**src/rtl/wptr_full_gen.sv**
```systemverilog
// Write-side pointer and full/almost-full/level/overflow generator for an async FIFO.
// Optional rejected-write counter output wovf_cnt is enabled by defining FIFO_WR_OVF_CNT_EN.
module wptr_full_gen #(
  parameter int ADDRSIZE     = 4,
  parameter int AFULL_THRESH = 2
) (
  input  logic                wclk,
  input  logic                wrst_n,
  input  logic                winc,
  input  logic [ADDRSIZE:0]   wq2_rptr,
  input  logic                wovf_clr,
  output logic                wfull,
  output logic                walmost_full,
  output logic [ADDRSIZE-1:0] waddr,
  output logic [ADDRSIZE:0]   wptr,
  output logic [ADDRSIZE:0]   wlevel,
`ifdef FIFO_WR_OVF_CNT_EN
  output logic [7:0]          wovf_cnt,
`endif
  output logic                wovf
);

  localparam int DEPTH = 1 << ADDRSIZE;
  localparam logic [ADDRSIZE:0] AFULL_LEVEL = (ADDRSIZE+1)'(DEPTH - AFULL_THRESH);

  logic [ADDRSIZE:0] wbin_q, wbin_d;
  logic [ADDRSIZE:0] wptr_q, wptr_d;
  logic [ADDRSIZE:0] wlevel_q, wlevel_d;
  logic              wfull_q, wfull_d;
  logic              walmost_full_q, walmost_full_d;
  logic              wovf_q, wovf_d;
  logic [ADDRSIZE:0] rbin_s;
  logic              winc_ok;
  logic              ovf_evt;

  // Gray-to-binary of the synchronized read pointer: bit i is the XOR of all Gray bits at or above i.
  genvar gi;
  generate
    for (gi = 0; gi <= ADDRSIZE; gi++) begin : g_rbin
      assign rbin_s[gi] = ^(wq2_rptr >> gi);
    end
  endgenerate

  assign winc_ok = winc & ~wfull_q;
  assign ovf_evt = winc & wfull_q;

  always_comb begin
    wbin_d         = wbin_q + {{ADDRSIZE{1'b0}}, winc_ok};
    wptr_d         = (wbin_d >> 1) ^ wbin_d;
    // Full when the next Gray pointer equals the read pointer with its two MSBs inverted.
    wfull_d        = (wptr_d == {~wq2_rptr[ADDRSIZE:ADDRSIZE-1], wq2_rptr[ADDRSIZE-2:0]});
    wlevel_d       = wbin_d - rbin_s;
    walmost_full_d = (wlevel_d >= AFULL_LEVEL);
    wovf_d         = ovf_evt | (wovf_q & ~wovf_clr);
  end

  always_ff @(posedge wclk) begin
    if (!wrst_n) begin
      wbin_q         <= '0;
      wptr_q         <= '0;
      wlevel_q       <= '0;
      wfull_q        <= 1'b0;
      walmost_full_q <= 1'b0;
      wovf_q         <= 1'b0;
    end else begin
      wbin_q         <= wbin_d;
      wptr_q         <= wptr_d;
      wlevel_q       <= wlevel_d;
      wfull_q        <= wfull_d;
      walmost_full_q <= walmost_full_d;
      wovf_q         <= wovf_d;
    end
  end

`ifdef FIFO_WR_OVF_CNT_EN
  logic [7:0] wovf_cnt_q, wovf_cnt_d;

  // A rejected write in the same cycle as a clear restarts the count at one.
  always_comb begin
    wovf_cnt_d = wovf_cnt_q;
    if (ovf_evt) begin
      if (wovf_clr) begin
        wovf_cnt_d = 8'd1;
      end else if (wovf_cnt_q != 8'hFF) begin
        wovf_cnt_d = wovf_cnt_q + 8'd1;
      end
    end else if (wovf_clr) begin
      wovf_cnt_d = 8'd0;
    end
  end

  always_ff @(posedge wclk) begin
    if (!wrst_n) begin
      wovf_cnt_q <= 8'd0;
    end else begin
      wovf_cnt_q <= wovf_cnt_d;
    end
  end

  assign wovf_cnt = wovf_cnt_q;
`endif

  assign wfull        = wfull_q;
  assign walmost_full = walmost_full_q;
  assign waddr        = wbin_q[ADDRSIZE-1:0];
  assign wptr         = wptr_q;
  assign wlevel       = wlevel_q;
  assign wovf         = wovf_q;

endmodule

```
**config.mk**
```make
export PLATFORM = sky130hd
export DESIGN_NAME = wptr_full_gen
export DESIGN_NICKNAME = d
export VERILOG_FILES = /design/src/rtl/wptr_full_gen.sv
export SDC_FILE = /design/constraint.sdc
export NUM_CORES = 1
export LEC_CHECK = 0
export BUFFER_PORTS_ARGS = -buffer_cell sky130_fd_sc_hd__buf_2
export CAP_MARGIN = 20
export CORE_UTILIZATION = 25
export DETAILED_ROUTE_END_ITERATION = 8
export PLACE_DENSITY = 0.46
export SYNTH_ARGS = -nofsm -noshare
export SYNTH_HDL_FRONTEND = slang
export SYNTH_SLANG_ARGS = --single-unit
export TNS_END_PERCENT = 1
```
**constraint.sdc**
```tcl
create_clock -name wclk -period 8.95 [get_ports wclk]
set_clock_uncertainty 0.15 [all_clocks]
set_input_delay 1.79 -clock wclk [delete_from_list [all_inputs] [get_ports wclk]]
set_output_delay 1.79 -clock wclk [all_outputs]
set_load 0.05 [all_outputs]
```
# --- Word-level counts from Yosys, hierarchy flattened ---
# Cells that the tools add are included.
word_totals:
  reg_bits: 18
  inputBits: 9
  out_inout_bits: 17
  word_cells: 23
op_classes:
  add_sub_neg: 2
  n_lt_le_gt_ge: 1
  eq_ne: 1
  bitwise: 8
  n_reduce_logical: 5
op_table:
  columns: ["operator", "n"]
  rows:
  - ["5-bit XOR reduction", 5]
  - ["5-bit by 1-bit adder with 5-bit output", 1]
  - ["5-bit equality test", 1]
  - ["5-bit by 4-bit >= comparator with 1-bit output, second input constant", 1]
  - ["5-bit subtractor", 1]
  - ["4-bit by 5-bit XOR with 5-bit output", 1]
  - ["1-bit bitwise AND", 3]
  - ["1-bit inverter", 2]
  - ["2-bit inverter", 1]
  - ["1-bit OR", 1]

# --- Depth between registers and ports, before layout ---
logic_depth:
  ltp_word: 5
  depth_mapped: 12
  mapped_depth_nobuf: 12

# --- Least setup slack after synthesis ---
# Ideal clock, no wire load.
synth_path:
  path_type: "input to register"
  startpoint: "input wq2_rptr[4]"
  endpoint: "register walmost_full_q, in the netlist walmost_full"
  setup_time_ns: 0.117
  t_arrival_ns: 4.011
  required_time_ns: 8.683
  slack_ns: 4.672
  path_stages: 12
  n_path_buf: 0
  cell_sequence: "xor2_1 xnor2_1 xor2_1 xnor2_1 ha_1 fa_1 inv_1 a21oi_1 mux2_2 mux2i_1 xnor2_1 a32o_1"
synth_via:
  elab_chain_cells: 3
  word_cells_on_any_way: 7
  cone_classes: "add/sub: 1; order compare: 1; reduce/logical: 5"
synth_lines:
  columns: ["item", "line_no", "text"]
  rows:
  - ["start: declaration", "10", "input logic [ADDRSIZE:0] wq2_rptr,"]
  - ["5-bit XOR reduction", "40", "assign rbin_s[gi] = ^(wq2_rptr >> gi);"]
  - ["5-bit subtractor *", "52", "wlevel_d = wbin_d - rbin_s;"]
  - ["5-bit by 4-bit >= comparator with 1-bit output *", "53", "walmost_full_d = (wlevel_d >= AFULL_LEVEL);"]
  - ["end signal: assignment", "70", "walmost_full_q <= walmost_full_d;"]
  - ["end: declaration", "30", "logic walmost_full_q, walmost_full_d;"]
# Every way passes the cells marked *; elsewhere a longest branch is shown, timed or not.
# A chain may end at the register's enable or synchronous reset.

# --- Worst setup path after layout ---
layout_path:
  startpoint: "input wq2_rptr[3]"
  endpoint: "register walmost_full_q, in the netlist walmost_full"
# The elaborated chain is that of the path after synthesis.

==> metrics.yaml <==
clock_network:
  clk_pin_slew_ps: 90
  ctsResizeCount: 0
  worstSkewPairLatency_ps: 280
  hold_buffers: 0
  cts_root_buf: "clkbuf_4"
  cts_setup_buffers: 0
  cts.sinks: 17
  cts_made_buffers: 3
  cts_tree: "yes"
  cts_max_path_buffers: 2
  htree_levels: 1
floorplan:
  die_w_um: 61.5
  dieArea_um2: 3790
  start_util_pct: 26.3
  ios: 26
  design.core.area_um2: 3360
  num_rows: 21
  die_h_um: 61.5
pwr:
  clockPowerShare_pct: 18.0
  peakVddDrop_mv: 0.0374
  p_seq_share_pct: 40.1
  leakagePower_nw: 0.525
  p_per_area_nw_per_um2: 199
  switchingPower_w: 0.0000848
  combPwrFrac_pct: 41.9
  p_sw_share_pct: 39.1
  internal_power_w: 0.000132
worst_setup_path:
  critPathBufInv: 2
  worstRegToRegCells: 10
  cp-end-kind: "flip-flop"
  critPathMaxFanout: 5
  cp.depth: 13
  critPathLaunch: "wq2_rptr[3]"
  cpMostUsedCell: "xnor2_1"
  crit_type: "input port to flip-flop"
  endpoint: "walmost_full"
  worstPathRequired_ps: 8980
  path_cells: "buf_2 > xor2_1 > xnor2_1 > xor2_1 > xnor2_1 > ha_1 > fa_1 > inv_1 > a21oi_1 > mux2_2 > mux2i_1 > xnor2_1 > a32o_1"
  reg2reg_from: "wfull"
  cp-start-kind: "input port"
  ff2ff_setup_slack_ps: 6100
  cp.arrival_ps: 4370
  cpLargestDelayFamily: "XOR/XNOR gates"
  r2r-end: "walmost_full"
  crit_slowest_cell: "mux2_2"
  slowest_delay_ps: 360
global_route:
  grt_usage_pct: 10.2
  grt_overflow: 0
  grt_first_pass_wirelength_um: 2740
  grt_antenna_before_repair: 0
  grt_pass1_vias: 639
  grt_max_degree: 18
yosys:
  synth_cell_types: 25
  synth_ff_type: "dfxtp_1"
  syn_area_um2: 886
  yosys_register_bits: 17
  synth_seq_area_share_pct: 38.4
  syn_inst: 89
  ys_async_sr_fraction_pct: 0
  synth_edf_count: 0
  synth_fp_nets: 104
  yosysWarnings: 0
  synth.avg_cell_area_um2: 9.95
job:
  maxCapViolCount: 0
finish:
  num_antenna_cells: 0
  drive_above_1_share_pct: 26.5
  final_nets: 133
  syn2layout_area_growth_pct: 23.2
  nFillCells: 384
  fin_area_um2: 1090
sta:
  finalSetupViolations: 0
  fin_crit_ps: 4340
  fmax_mhz: 230
  min_period_over_period_pct: 48.5
  rsz0062_at_grt: "false"
  slew_headroom_pct: 62.8
  tightest_slew_ps: 556
  hold_ws_ps: 333
  hold_viol: 0
  finalSetupTns_ps: 0
  slew_viol_final: 0
drt:
  drc: 0
  drtIter0Drc: 8
  drtAntennaViolNets: 0
  vias_per_cell: 4.00
  wirelength_um: 1650
  vias: 652
  wire_per_inst_um: 10.1
  first_pass_iters: 2
min_path:
  hold_class: "flip-flop to flip-flop"
placed_design:
  gp_congestion: 0.725
  place_hpwl_um: 1350
  io_buffers: 25
  dpl_cell_area_um2: 1060
status:
  status: "complete, no violations"
synth_stat cells, drive strengths merged (2+ instances only):
library cell | n | area (um2)
xnor2 | 9 | 78.8
nor3 | 3 | 20.0
nand3 | 3 | 15.0
nor2b | 5 | 31.3
ha | 5 | 62.6
mux2i | 3 | 30.0
inv | 8 | 30.0
and3 | 2 | 12.5
nand2 | 3 | 11.3
xor2 | 9 | 97.6
dfxtp | 17 | 340
and2 | 9 | 56.3
a21oi | 3 | 15.0
per-layer routing:
metal | vias up | global-route usage [%] | routed length [um]
li1 | 345 | - | -
met1 | 292 | 12.1 | 747
met2 | 13 | 17.7 | 816
met3 | 2 | 0.630 | 54
met4 | 0 | 6.67 | 27
met5 | - | 0 | 0
through the flow:
step           total power (W)  util, %  cells  worst slack, ps
2_1_floorplan         0.000161        -     89             4670
3_3_place_gp          0.000180     31.7    159             4390
3_5_place_dp          0.000181     31.7    159             4290
4_1_cts               0.000221     32.4    163             4610
5_1_grt               0.000233     32.4    163             4450
6_report              0.000217     32.4    163             4610
placed cells by master, fill, tap and decap left out, types with 2 or more instances in the layout:
cell type  synthesis  layout
inv_1              8       8
clkbuf_4           0       3
mux2i_1            3       3
buf_2              0      25
dfxtp_1           17      17
xnor2_1            9       9
and3_1             2       2
nor2b_1            5       5
xor2_1             8       8
nand2_1            3       3
nand3_1            3       3
a21oi_1            3       3
and2_1             9       9
nor3_1             2       2
ha_1               5       5
worst min-delay path, delay by kind of cell (launching register included):
kind,cells,cell delay (ps)
AND/OR/NAND/NOR,1,60
flip-flops,1,320
AO/OA/AOI/OAI,1,70
cell type report:
cell class              instances  area, um2  share of cell area, %
clock buffers                   4       26.3                   2.41
inverters                       8       30.0                   2.75
multi-input cells              63        512                   46.9
flip-flops and latches         17        340                   31.2
well taps                      46       57.6                   5.28
repair buffers                 25        125                   11.5
registers in the layout, summed over array words and instances, names as in the netlist:
signal        count
wptr              4
wfull             1
wovf              1
walmost_full      1
wbin_q            5
wlevel            5
worst min-delay path by stage:
| stage | from | end | slack (ps) | cells after the start |
|---|---|---|---|---|
| after floorplan | wovf | wovf | 550 | 2 |
| after global routing | wovf | wovf | 370 | 2 |
| after CTS | wovf | wovf | 340 | 2 |
| after detailed placement | wovf | wovf | 330 | 2 |
| after global placement | wovf | wovf | 310 | 2 |
| final | wovf | wovf | 330 | 2 |
power by group through the flow:
stage / combinational [W] / clock (W) / sequential [W]
3_5_place_dp: 0.0000918 / 0 / 0.0000890
5_1_grt: 0.0000996 / 0.0000454 / 0.0000884
3_3_place_gp: 0.0000911 / 0 / 0.0000887
2_1_floorplan: 0.0000390 / 0 / 0.000122
6_report: 0.0000909 / 0.0000392 / 0.0000870
4_1_cts: 0.0000922 / 0.0000419 / 0.0000873
kinds of logic after synthesis:
family / synth area share [%]
flip-flops: 38.4
AND/OR/NAND/NOR: 17.9
buffers and inverters: 3.81
multiplexers: 4.66
AO/OA/AOI/OAI: 5.93
adder cells (fa/ha/maj): 9.32
XOR/XNOR: 19.9
Power figures use the tool's default switching activity.
